File: src/rtl/reg_file_pair_idu.sv
// reg_file_pair_idu: NUM_PAIRS byte-pair registers plus SP and PC.
// Provides two byte read ports, one word read port, independent byte and word
// write ports, and a 16-bit increment/decrement unit whose result is written
// back on the same edge.
// Optional build macro REGFILE_BYPASS_EN: read ports forward the value that
// commits on the coming edge. o_Idu_Addr always shows the stored value.
module reg_file_pair_idu #(
  parameter int unsigned  DATA_W    = 8,
  parameter int unsigned  NUM_PAIRS = 4,
  parameter logic [15:0]  SP_RESET  = 16'hFFFE,
  parameter logic [15:0]  PC_RESET  = 16'h0000,
  localparam int unsigned SEL8_W    = $clog2(2*NUM_PAIRS),
  localparam int unsigned SEL16_W   = $clog2(NUM_PAIRS+2)
) (
  input  logic                i_Clk,
  input  logic                i_Reset,
  input  logic                i_Enable,
  input  logic [SEL8_W-1:0]   i_Rd8A_Sel,
  output logic [DATA_W-1:0]   o_Rd8A,
  input  logic [SEL8_W-1:0]   i_Rd8B_Sel,
  output logic [DATA_W-1:0]   o_Rd8B,
  input  logic                i_Wr8_En,
  input  logic [SEL8_W-1:0]   i_Wr8_Sel,
  input  logic [DATA_W-1:0]   i_Wr8_Data,
  input  logic [SEL16_W-1:0]  i_Rd16_Sel,
  output logic [2*DATA_W-1:0] o_Rd16,
  input  logic                i_Wr16_En,
  input  logic [SEL16_W-1:0]  i_Wr16_Sel,
  input  logic [2*DATA_W-1:0] i_Wr16_Data,
  input  logic                i_Idu_En,
  input  logic [SEL16_W-1:0]  i_Idu_Sel,
  input  logic                i_Idu_Dec,
  output logic [2*DATA_W-1:0] o_Idu_Addr
);

  localparam int unsigned WW = 2*DATA_W;
  localparam int unsigned NW = NUM_PAIRS + 2;
  localparam int unsigned SP_IDX = NUM_PAIRS;
  localparam int unsigned PC_IDX = NUM_PAIRS + 1;
  localparam logic [WW-1:0] SP_RST_W = WW'(SP_RESET);
  localparam logic [WW-1:0] PC_RST_W = WW'(PC_RESET);
  localparam logic [WW-1:0] ONE_W    = WW'(1);

  // Word storage: indices 0..NUM_PAIRS-1 are pairs, then SP, then PC.
  // Within a pair, the high byte is byte select 2*w, the low byte 2*w+1.
  logic [WW-1:0] words_q [NW];
  logic [WW-1:0] words_d [NW];
  logic [WW-1:0] rd_words [NW];

  // Next-state per word. Assignment order encodes per-byte priority
  // Wr16 > IDU > Wr8; IDU replaces both bytes of its target.
  always_comb begin
    for (int unsigned w = 0; w < NW; w++) begin
      words_d[w] = words_q[w];
      if (i_Enable) begin
        if (w < NUM_PAIRS) begin
          if (i_Wr8_En && (i_Wr8_Sel == SEL8_W'(2*w)))
            words_d[w][WW-1:DATA_W] = i_Wr8_Data;
          if (i_Wr8_En && (i_Wr8_Sel == SEL8_W'(2*w+1)))
            words_d[w][DATA_W-1:0] = i_Wr8_Data;
        end
        if (i_Idu_En && (i_Idu_Sel == SEL16_W'(w)))
          words_d[w] = i_Idu_Dec ? (words_q[w] - ONE_W) : (words_q[w] + ONE_W);
        if (i_Wr16_En && (i_Wr16_Sel == SEL16_W'(w)))
          words_d[w] = i_Wr16_Data;
      end
    end
  end

  // Register update with synchronous reset overriding the enable.
  always_ff @(posedge i_Clk) begin
    if (i_Reset) begin
      for (int unsigned w = 0; w < NW; w++) begin
        if (w == SP_IDX)      words_q[w] <= SP_RST_W;
        else if (w == PC_IDX) words_q[w] <= PC_RST_W;
        else                  words_q[w] <= '0;
      end
    end else begin
      for (int unsigned w = 0; w < NW; w++)
        words_q[w] <= words_d[w];
    end
  end

  // Source view for the read ports: stored values, or the committing values
  // when forwarding is built in (words_d already folds in i_Enable).
  always_comb begin
    for (int unsigned w = 0; w < NW; w++) begin
`ifdef REGFILE_BYPASS_EN
      rd_words[w] = i_Reset ? words_q[w] : words_d[w];
`else
      rd_words[w] = words_q[w];
`endif
    end
  end

  // Combinational read muxes; unmatched selects read zero.
  always_comb begin
    o_Rd8A     = '0;
    o_Rd8B     = '0;
    o_Rd16     = '0;
    o_Idu_Addr = '0;
    for (int unsigned w = 0; w < NW; w++) begin
      if (w < NUM_PAIRS) begin
        if (i_Rd8A_Sel == SEL8_W'(2*w))   o_Rd8A = rd_words[w][WW-1:DATA_W];
        if (i_Rd8A_Sel == SEL8_W'(2*w+1)) o_Rd8A = rd_words[w][DATA_W-1:0];
        if (i_Rd8B_Sel == SEL8_W'(2*w))   o_Rd8B = rd_words[w][WW-1:DATA_W];
        if (i_Rd8B_Sel == SEL8_W'(2*w+1)) o_Rd8B = rd_words[w][DATA_W-1:0];
      end
      if (i_Rd16_Sel == SEL16_W'(w)) o_Rd16     = rd_words[w];
      if (i_Idu_Sel  == SEL16_W'(w)) o_Idu_Addr = words_q[w];
    end
  end

endmodule

File: config.mk
export PLATFORM = sky130hd
export DESIGN_NAME = reg_file_pair_idu
export DESIGN_NICKNAME = d
export VERILOG_FILES = /design/src/rtl/reg_file_pair_idu.sv
export SDC_FILE = /design/constraint.sdc
export NUM_CORES = 1
export LEC_CHECK = 0
export CAP_MARGIN = 30
export CORE_MARGIN = 2
export CORE_UTILIZATION = 47
export CTS_CLUSTER_DIAMETER = 60
export CTS_CLUSTER_SIZE = 10
export DETAILED_ROUTE_END_ITERATION = 7
export PLACE_DENSITY = 0.67
export SETUP_SLACK_MARGIN = 0.4
export SYNTH_ARGS = -nofsm -noshare
export SYNTH_HDL_FRONTEND = slang
export SYNTH_SLANG_ARGS = --single-unit
File: constraint.sdc
create_clock -name i_Clk -period 7.65 [get_ports i_Clk]
set_clock_uncertainty 0.1 [all_clocks]
set_input_delay 2.295 -clock i_Clk [delete_from_list [all_inputs] [get_ports i_Clk]]
set_output_delay 2.295 -clock i_Clk [all_outputs]
set_load 0.03 [all_outputs]
# [After elaboration in Yosys (flattened, before gate mapping)]
# Memory sizes are Yosys's and may differ from the RTL's.
# Cells that the tools add are included.
# Widths: inputs -> output; s select.
[op_classes] muxes=69 div=0 magnitude_cmp=0 n_shift=0 bitwise=6 n_eq_ne=36 addsub=12 n_reduce_logical=26 mul=0
[ops] cell="$mux 16" count=42
[ops] cell="$mux 8" count=24
[ops] cell="$add 16x1->16 const B" count=6
[ops] cell="$sub 16x1->16 const B" count=6
[ops] cell="$eq 3x3->1 const B" count=18
[ops] cell="$eq 3x2->1 const B" count=12
[ops] cell="$logic_and 1x1->1" count=20
[ops] cell="$eq 3x1->1 const B" count=6
[ops] cell="$logic_not 3->1" count=6
[ops] cell="$or 1x1->1" count=6
[ops] cell="$mux 1" count=3
[word_totals] mem_count=1 output_inout_bits=48 elab_cells=150 latch_bits=0 romBits=0 ramBits=96 regBits=0 input_bits=49
[mem_list] memory="words_q" depth=6 word_bits=16 rd=6 rd_clocked_by_memory_dff=0 write_ports=6 line_no="46" rtl="logic [WW-1:0] words_q [NW];"

# [Depth between registers and ports, before layout]
[logic_depth] ltp_word=9 ltp_mapped=10 mapped_depth_nobuf=8

# [Least setup slack after synthesis]
# No wires, ideal clock.
[synth_timing] kind="input to output" from="input i_Idu_Sel[1]" to="output o_Idu_Addr[10]" stages=6 t_required_ns=5.255 setup_slack_ns=1.298 arrival_time_ns=3.957 path_cell_list="clkbuf_1 -> buf_2 -> buf_1 -> mux2_2 -> a22oi_1 -> o221ai_1"
[synth_between] elab_chain_cells=7 elab_cells_between_ends=12
[synth_rtl] item="start: declaration" line_no="31" rtl="input logic [SEL16_W-1:0] i_Idu_Sel,"
[synth_rtl] item="$logic_not 3->1" line_no="110" rtl="if (i_Idu_Sel == SEL16_W'(w)) o_Idu_Addr = words_q[w];"
[synth_rtl] item="$mux 16 (5 in series)" line_no="110"
[synth_rtl] item="$mux 16 (*)" line_no="110"
[synth_rtl] item="end: declaration" line_no="33" rtl="output logic [2*DATA_W-1:0] o_Idu_Addr"
# Every way passes the cells marked *; elsewhere a longest branch is shown, timed or not.

# [Worst setup path after layout]
[layout_timing] from="input i_Rd8B_Sel[2]" to="output o_Rd8B[3]"
[layout_between] elab_chain_cells=9 elab_cells_between_ends=16
[layout_rtl] item="start: declaration" line_no="20" rtl="input logic [SEL8_W-1:0] i_Rd8B_Sel,"
[layout_rtl] item="$logic_not 3->1" line_no="106" rtl="if (i_Rd8B_Sel == SEL8_W'(2*w)) o_Rd8B = rd_words[w][WW-1:DATA_W];"
[layout_rtl] item="$mux 8" line_no="106"
[layout_rtl] item="$mux 8" line_no="107" rtl="if (i_Rd8B_Sel == SEL8_W'(2*w+1)) o_Rd8B = rd_words[w][DATA_W-1:0];"
[layout_rtl] item="$mux 8" line_no="106"
[layout_rtl] item="$mux 8" line_no="107"
[layout_rtl] item="$mux 8" line_no="106"
[layout_rtl] item="$mux 8" line_no="107"
[layout_rtl] item="$mux 8" line_no="106"
[layout_rtl] item="$mux 8 (*)" line_no="107"
[layout_rtl] item="end: declaration" line_no="21" rtl="output logic [DATA_W-1:0] o_Rd8B,"
# Marked as above.

==> results.txt <==
Final Hold Fails - 0
R2R setup slack - 4.71 ns
Critical Path Fanout Max - 14
Initial antenna violation count - 0
Fin area - 0.0131 sq mm
Final WL - 48,300 um
Core Util, Final - 54.0%
CP startpoint kind - input pin
Post-synth EDFFs - 0
WHS Path Cells - 2
DRC - 0
Pwr Density - 131 mW/mm^2
Post-CTS sizing - 0
CTS sink count - 96
Leak Pwr - 0.00522 uW
CTS tree - yes
Highest Clock Rate - 141 MHz
Post-synth cell types - 88
Root buf cell - clkbuf_16
Cells after Synth - 1,576
Seq/Total Area, Yosys - 16.5%
Vias per cell - 6.79
CORE AREA - 0.0243 sq mm
Non-filler cells, final - 1,937
Max reg flops - 96
Status - complete, no violations
Clock Latency Late Sink - 0.37 ns
RD Place Congestion - 1.01
Kind of critical path - in2out
IO Pins - 97
Setup TNS - 0 ns
Synth Register Bits - 96
Die Outline Area - 0.0261 sq mm
Fin. max-slew vios - 0
Worst r2r path cells - 8
Buffers on Ports - 96
Total congestion overflow - 0
Measured slew at the worst slew-check pin - 1.03 ns
Post-Synth Adder-Cell Area - 10.0%
Period utilization - 93.0%
Vias in the first global route - 11,900
CTS Buf Count - 9
Avg Cell Area, Syn - 7.41 sq um
Final net count - 1,748
Post-CTS Setup Bufs - 0
Mux share of post-synthesis cell area - 11.1%
Synth Area in Simple Gates - 20.4%
Synth async-reset ratio - 0%
Largest reg by FF count - words_q
Clock Path Buffers - 2
Vias - 13,200
Dpl cells - 1,922
Ant diodes - 0
XOR/XNOR Fraction of Synth Area - 4.80%
Drt wl/cell - 24.9 um
Layout cells sized above 1 - 8.43%
Ys flop type - dfxtp_1
VDD IR max - 0.0886 mV
Final ANT Viol Nets - 0
CP Capture Type - primary output
Crit path time final - 7.12 ns
Reg clk slew, reported paths - 0.07 ns
Syn. warnings - 0
Worst Hold Class - reg2reg
Area grow syn2layout - 12.6%
Largest net degree at the start of global routing - 80
Final setup violation count - 0
Placed Area - 0.0128 sq mm
Syn nets - 1,715
Cts hold-fix bufs - 0
Unrepaired setup endpoints after global routing - false
Worst endpoint required time - 5.26 ns
Htree depth - 3
Die Wd - 162 um
Largest family of logic cells by synthesized area - compound AO/OA/AOI/OAI gates
DR pass1 iterations - 8
Compound-cell area share of the yosys netlist - 32.9%
Hpwl dp - 35,700 um
Slew HR - 31.0%
Cell Rows - 57
First-pass GRT wire length - 72,800 um
Biggest regs - words_q x96
Hold Slack - 0.413 ns
Critical Path AT - 4.72 ns
Tot GR Track Use - 36.5%
Max-Cap Viols - 0
Initial Util - 48.0%
Die height - 162 um
Post-Syn Area - 0.0117 sq mm
DRT iter0 DRCs - 1,684
cell type report:
| cell class | instances | area, sq um |
|---|---|---|
| fillers | 2325 | 11200 |
| clock buffers | 10 | 229 |
| well taps | 324 | 405 |
| repair buffers | 124 | 1150 |
| inverters | 25 | 93.8 |
| clock inverters | 5 | 81.3 |
| multi-input cells | 1353 | 9260 |
| flip-flops and latches | 96 | 1920 |
layout by cell type, fill, tap and decap left out, types with 7 or more instances in the layout:
cell type,count
buf_4,52
clkdlybuf4s50_1,64
o221ai_1,36
inv_1,24
or3_1,7
mux2_2,21
o21a_1,18
o21ai_0,92
dfxtp_1,96
ha_1,84
a311oi_1,9
clkbuf_16,9
nand3_1,31
o21ai_1,19
a21o_1,25
xnor2_1,39
nand2b_1,13
xor2_1,25
o211ai_1,29
o22ai_1,10
mux4_2,14
a211o_1,8
o31ai_1,7
o21bai_1,18
a211oi_1,49
o211a_1,8
nor2b_1,16
a21oi_1,147
and3_1,12
a31oi_1,14
nor3_1,41
mux2i_1,74
a22oi_1,14
nand2_1,175
nor2_1,172
a22o_1,11
per-layer routing:
metal	wire, um	track usage [%]	up-vias
met3	5460	7.73	153
met4	2530	16.1	0
met2	19800	53.9	767
li1	-	-	6029
met5	0	0	-
met1	20500	51.0	6203
where the power goes:
part | switching, uW | total, uW | internal (uW) | leakage, uW
Sequential | 56.4 | 577 | 520 | 0.000780
Combinational | 382 | 628 | 246 | 0.00429
Clock | 226 | 512 | 286 | 0.000149
Total | 664 | 1720 | 1050 | 0.00522
per-stage QoR:
step | setup slack, ns | power (uW)
after floorplan | 1.30 | 972
after global placement | 0.493 | 1190
after detailed placement | 0.492 | 1190
after CTS | 0.480 | 1700
after global routing | 0.415 | 1780
final | 0.535 | 1720
final timing paths:
| check | startpoint | to |
|---|---|---|
| worst max register to register | words_q[3][0] | words_q[3][14] |
| worst min register to register | words_q[5][2] | words_q[5][2] |
| worst max-delay path | i_Rd8B_Sel[2] | o_Rd8B[3] |
| worst min-delay path | words_q[5][2] | words_q[5][2] |
synth_stat cells (13+ instances only):
library cell	n	area, sq um
o21ai_1	19	95.1
o21a_1	18	135
nand2b_1	13	81.3
o21bai_1	18	135
mux2i_1	74	741
a22oi_1	14	105
o221ai_1	36	315
o211ai_1	29	218
a21o_1	25	188
ha_1	84	1050
nand3_1	31	155
clkbuf_1	75	282
nor2b_1	18	113
a21oi_1	147	736
xnor2_1	39	342
mux4_2	14	315
inv_1	24	90.1
nand2_1	175	657
a211oi_1	49	368
nor3_1	41	205
dfxtp_1	96	1920
xor2_1	25	219
nor2_1	172	646
buf_2	14	70.1
a31oi_1	14	87.6
mux2_2	21	236
o21ai_0	92	460
critical path, cell delays in order:
cell             delay, ns
clkdlybuf4s50_1       0.76
buf_4                 0.27
mux2_2                0.34
o22ai_1               0.14
nor2_1                0.06
a21oi_1               0.15
o21ai_0               0.11
clkdlybuf4s50_1       0.60
logic make-up (layout without fill, tap and decap cells):
logic type	Yosys count	after routing
xor+xnor	64	64
simple gates	519	519
compound gates	571	571
flops	96	96
buf+inv	127	164
fa+ha+maj	90	90
mux	109	109
Power figures use the tool's default switching activity.
==> RTL change: new RTL, config.mk and constraints unchanged <==
`NUM_PAIRS`: 4 -> 2.
--- a/src/rtl/reg_file_pair_idu.sv
+++ b/src/rtl/reg_file_pair_idu.sv
@@ -6,7 +6,7 @@
 // commits on the coming edge. o_Idu_Addr always shows the stored value.
 module reg_file_pair_idu #(
   parameter int unsigned  DATA_W    = 8,
-  parameter int unsigned  NUM_PAIRS = 4,
+  parameter int unsigned  NUM_PAIRS = 2,
   parameter logic [15:0]  SP_RESET  = 16'hFFFE,
   parameter logic [15:0]  PC_RESET  = 16'h0000,
   localparam int unsigned SEL8_W    = $clog2(2*NUM_PAIRS),
Ports: changed (6 resized); port bits go from 97 to 91. No check against the original RTL was run, so the function may have changed too.
==> RTL change against the original RTL <==
- sequential cell count decreased by 32
- total power down 21%
- cell count shrank 42%
- synthesized area shrank 39%
- register-to-register slack gained 80 ps
- via count down 44%
- global-route usage shrank 4.0 points
- non-clock buffer count fell by 19
- critical path type unchanged
- final area fell by 35%
- worst setup slack gained 340 ps
- utilization rose by 2.6 points
- wire length down 46%
==> RTL change: results (changes against the original RTL) <==
- Layout cell share with drive strength beyond 1: 0.113 (was 0.0843)
- Vias: 7415 (was 13200)
- I/O Buffers: 90 (was 96)
- Status: complete, no violations (unchanged)
- Capturing point of the worst reg2reg path: words_q[0][14]$_SDFFE_PP0P_ (was words_q[3][14]$_SDFFE_PP0P_)
- Total track usage: 0.324 (was 0.365)
- Layout Nets: 1026 (was 1748)
- Fill count: 1380 (was 2325)
- Met2 routed WL: 11500 um (was 19800 um)
- Num CTS Buffers: 9 (unchanged)
- Reg2Reg Depth: 8 (unchanged)
- Worst Path Max Fanout: 16 (was 14)
- Min-Delay Startpoint: words_q[3][2]$_SDFFE_PP0P_ (was words_q[5][2]$_SDFFE_PP0P_)
- Crit path DAT: 4380 ps (was 4720 ps)
- RePlAce Congestion: 0.969 (was 1.01)
- Antenna violations before repair: 0 (unchanged)
- Clock Tree Root: clkbuf_16 (unchanged)
- Mapped Nets: 957 (was 1715)
- Flop2flop setup slack: 4790 ps (was 4710 ps)
- Worst hold slack: 415 ps (was 413 ps)
- Drt first pass iters: 6 (was 8)
- Vias in the first global route: 6935 (was 11900)
- Leakage: 3.36 nW (was 5.22 nW)
- Largest net degree at the start of global routing: 61 (was 80)
- Post-DR wirelength/cell: 23.3 um (was 24.9 um)
- Seq/Total Area, Yosys: 0.179 (was 0.165)
- Drt first-iter violations: 800 (was 1684)
- Synth area leaders: dfxtp_1 (18%), mux4_2 (15%), ha_1 (9.8%), a21oi_1 (5.3%), nand2_1 (4.2%) (was dfxtp_1 (16%), ha_1 (9.0%), mux2i_1 (6.3%), a21oi_1 (6.3%), nand2_1 (5.6%))
- Worst skew pair latency: 350 ps (was 370 ps)
- Commonest cells post-synth: nand2_1 (80), nor2_1 (80), a21oi_1 (76), dfxtp_1 (64), ha_1 (56) (was nand2_1 (175), nor2_1 (172), a21oi_1 (147), dfxtp_1 (96), o21ai_0 (92))
- Met3 routed WL: 2460 um (was 5460 um)
- Post-DP HPWL: 19600 um (was 35700 um)
- Top Registers: words_q x64 (was words_q x96)
- Post-placement cell count: 1100 (was 1922)
- Reg2reg start: words_q[0][0]$_SDFFE_PP0P_ (was words_q[3][0]$_SDFFE_PP0P_)
- Met1 Wirelength: 10900 um (was 20500 um)
- Avg Inst Size Synth: 8.38 sq um (was 7.41 sq um)
- End point of the worst hold path: words_q[3][2]$_SDFFE_PP0P_ (was words_q[5][2]$_SDFFE_PP0P_)
- First-pass GRT wire length: 40000 um (was 72800 um)
- Clock Tree Buf Depth: 2 (unchanged)
- Max rail drop VDD: 0.000143 V (was 0.0000886 V)
- Via-per-instance ratio: 6.64 (was 6.79)
- Worst Tran Pin Value: 917 ps (was 1030 ps)
- Post-synthesis cell type count: 78 (was 88)
[RTL change: report_power, final]
group          internal, W  switching (W)
clock             0.000263       0.000179
sequential        0.000354      0.0000465
combinational     0.000228       0.000289
[RTL change: layout make-up]
cell class | count | area, sq um | area share
clock buffers | 10 | 239 | 0.0281
well taps | 188 | 235 | 0.0276
inverters | 16 | 60.1 | 0.00706
clock inverters | 6 | 67.6 | 0.00794
flip-flops and latches | 64 | 1280 | 0.151
diodes | 1 | 2.50 | 0.000294
multi-input cells | 727 | 5620 | 0.661
repair buffers | 105 | 1000 | 0.118
[RTL change: worst max-delay path by stage]
stage	slack [ps]	start	endpoint
after floorplan	1600	i_Rd16_Sel[1]	o_Rd16[10]
after global placement	920	i_Rd16_Sel[0]	o_Rd16[9]
after detailed placement	910	i_Rd16_Sel[0]	o_Rd16[9]
after CTS	920	i_Rd16_Sel[0]	o_Rd16[9]
after global routing	860	i_Rd16_Sel[0]	o_Rd16[9]
final	870	i_Rd16_Sel[0]	o_Rd16[9]
[RTL change: critical path, cell delays in order]
cell             delay, ps
clkdlybuf4s50_1       1030
mux4_2                 340
clkdlybuf4s50_1        710
[RTL change: stage by stage]
stage | setup slack [ps] | area, sq um
final | 870 | 8510
after global routing | 858 | 8510
after CTS | 918 | 8510
after detailed placement | 905 | 8200
after global placement | 921 | 8190
after floorplan | 1600 | 7150
[RTL change: per-layer routing]
layer,global-route usage,up-vias
met5,0,-
li1,-,3450
met2,0.499,385
met3,0.0637,81
met4,0.141,0
met1,0.445,3499
[RTL change: cell families (layout without fill, tap and decap cells)]
group,after synthesis,count (layout),share of synthesized area
simple gates,287,287,0.194
compound gates,282,282,0.267
flops,64,64,0.179
buf+inv,63,137,0.0352
fa+ha+maj,60,60,0.109
mux,60,60,0.168
xor+xnor,38,38,0.0465
other cells,0,1,0
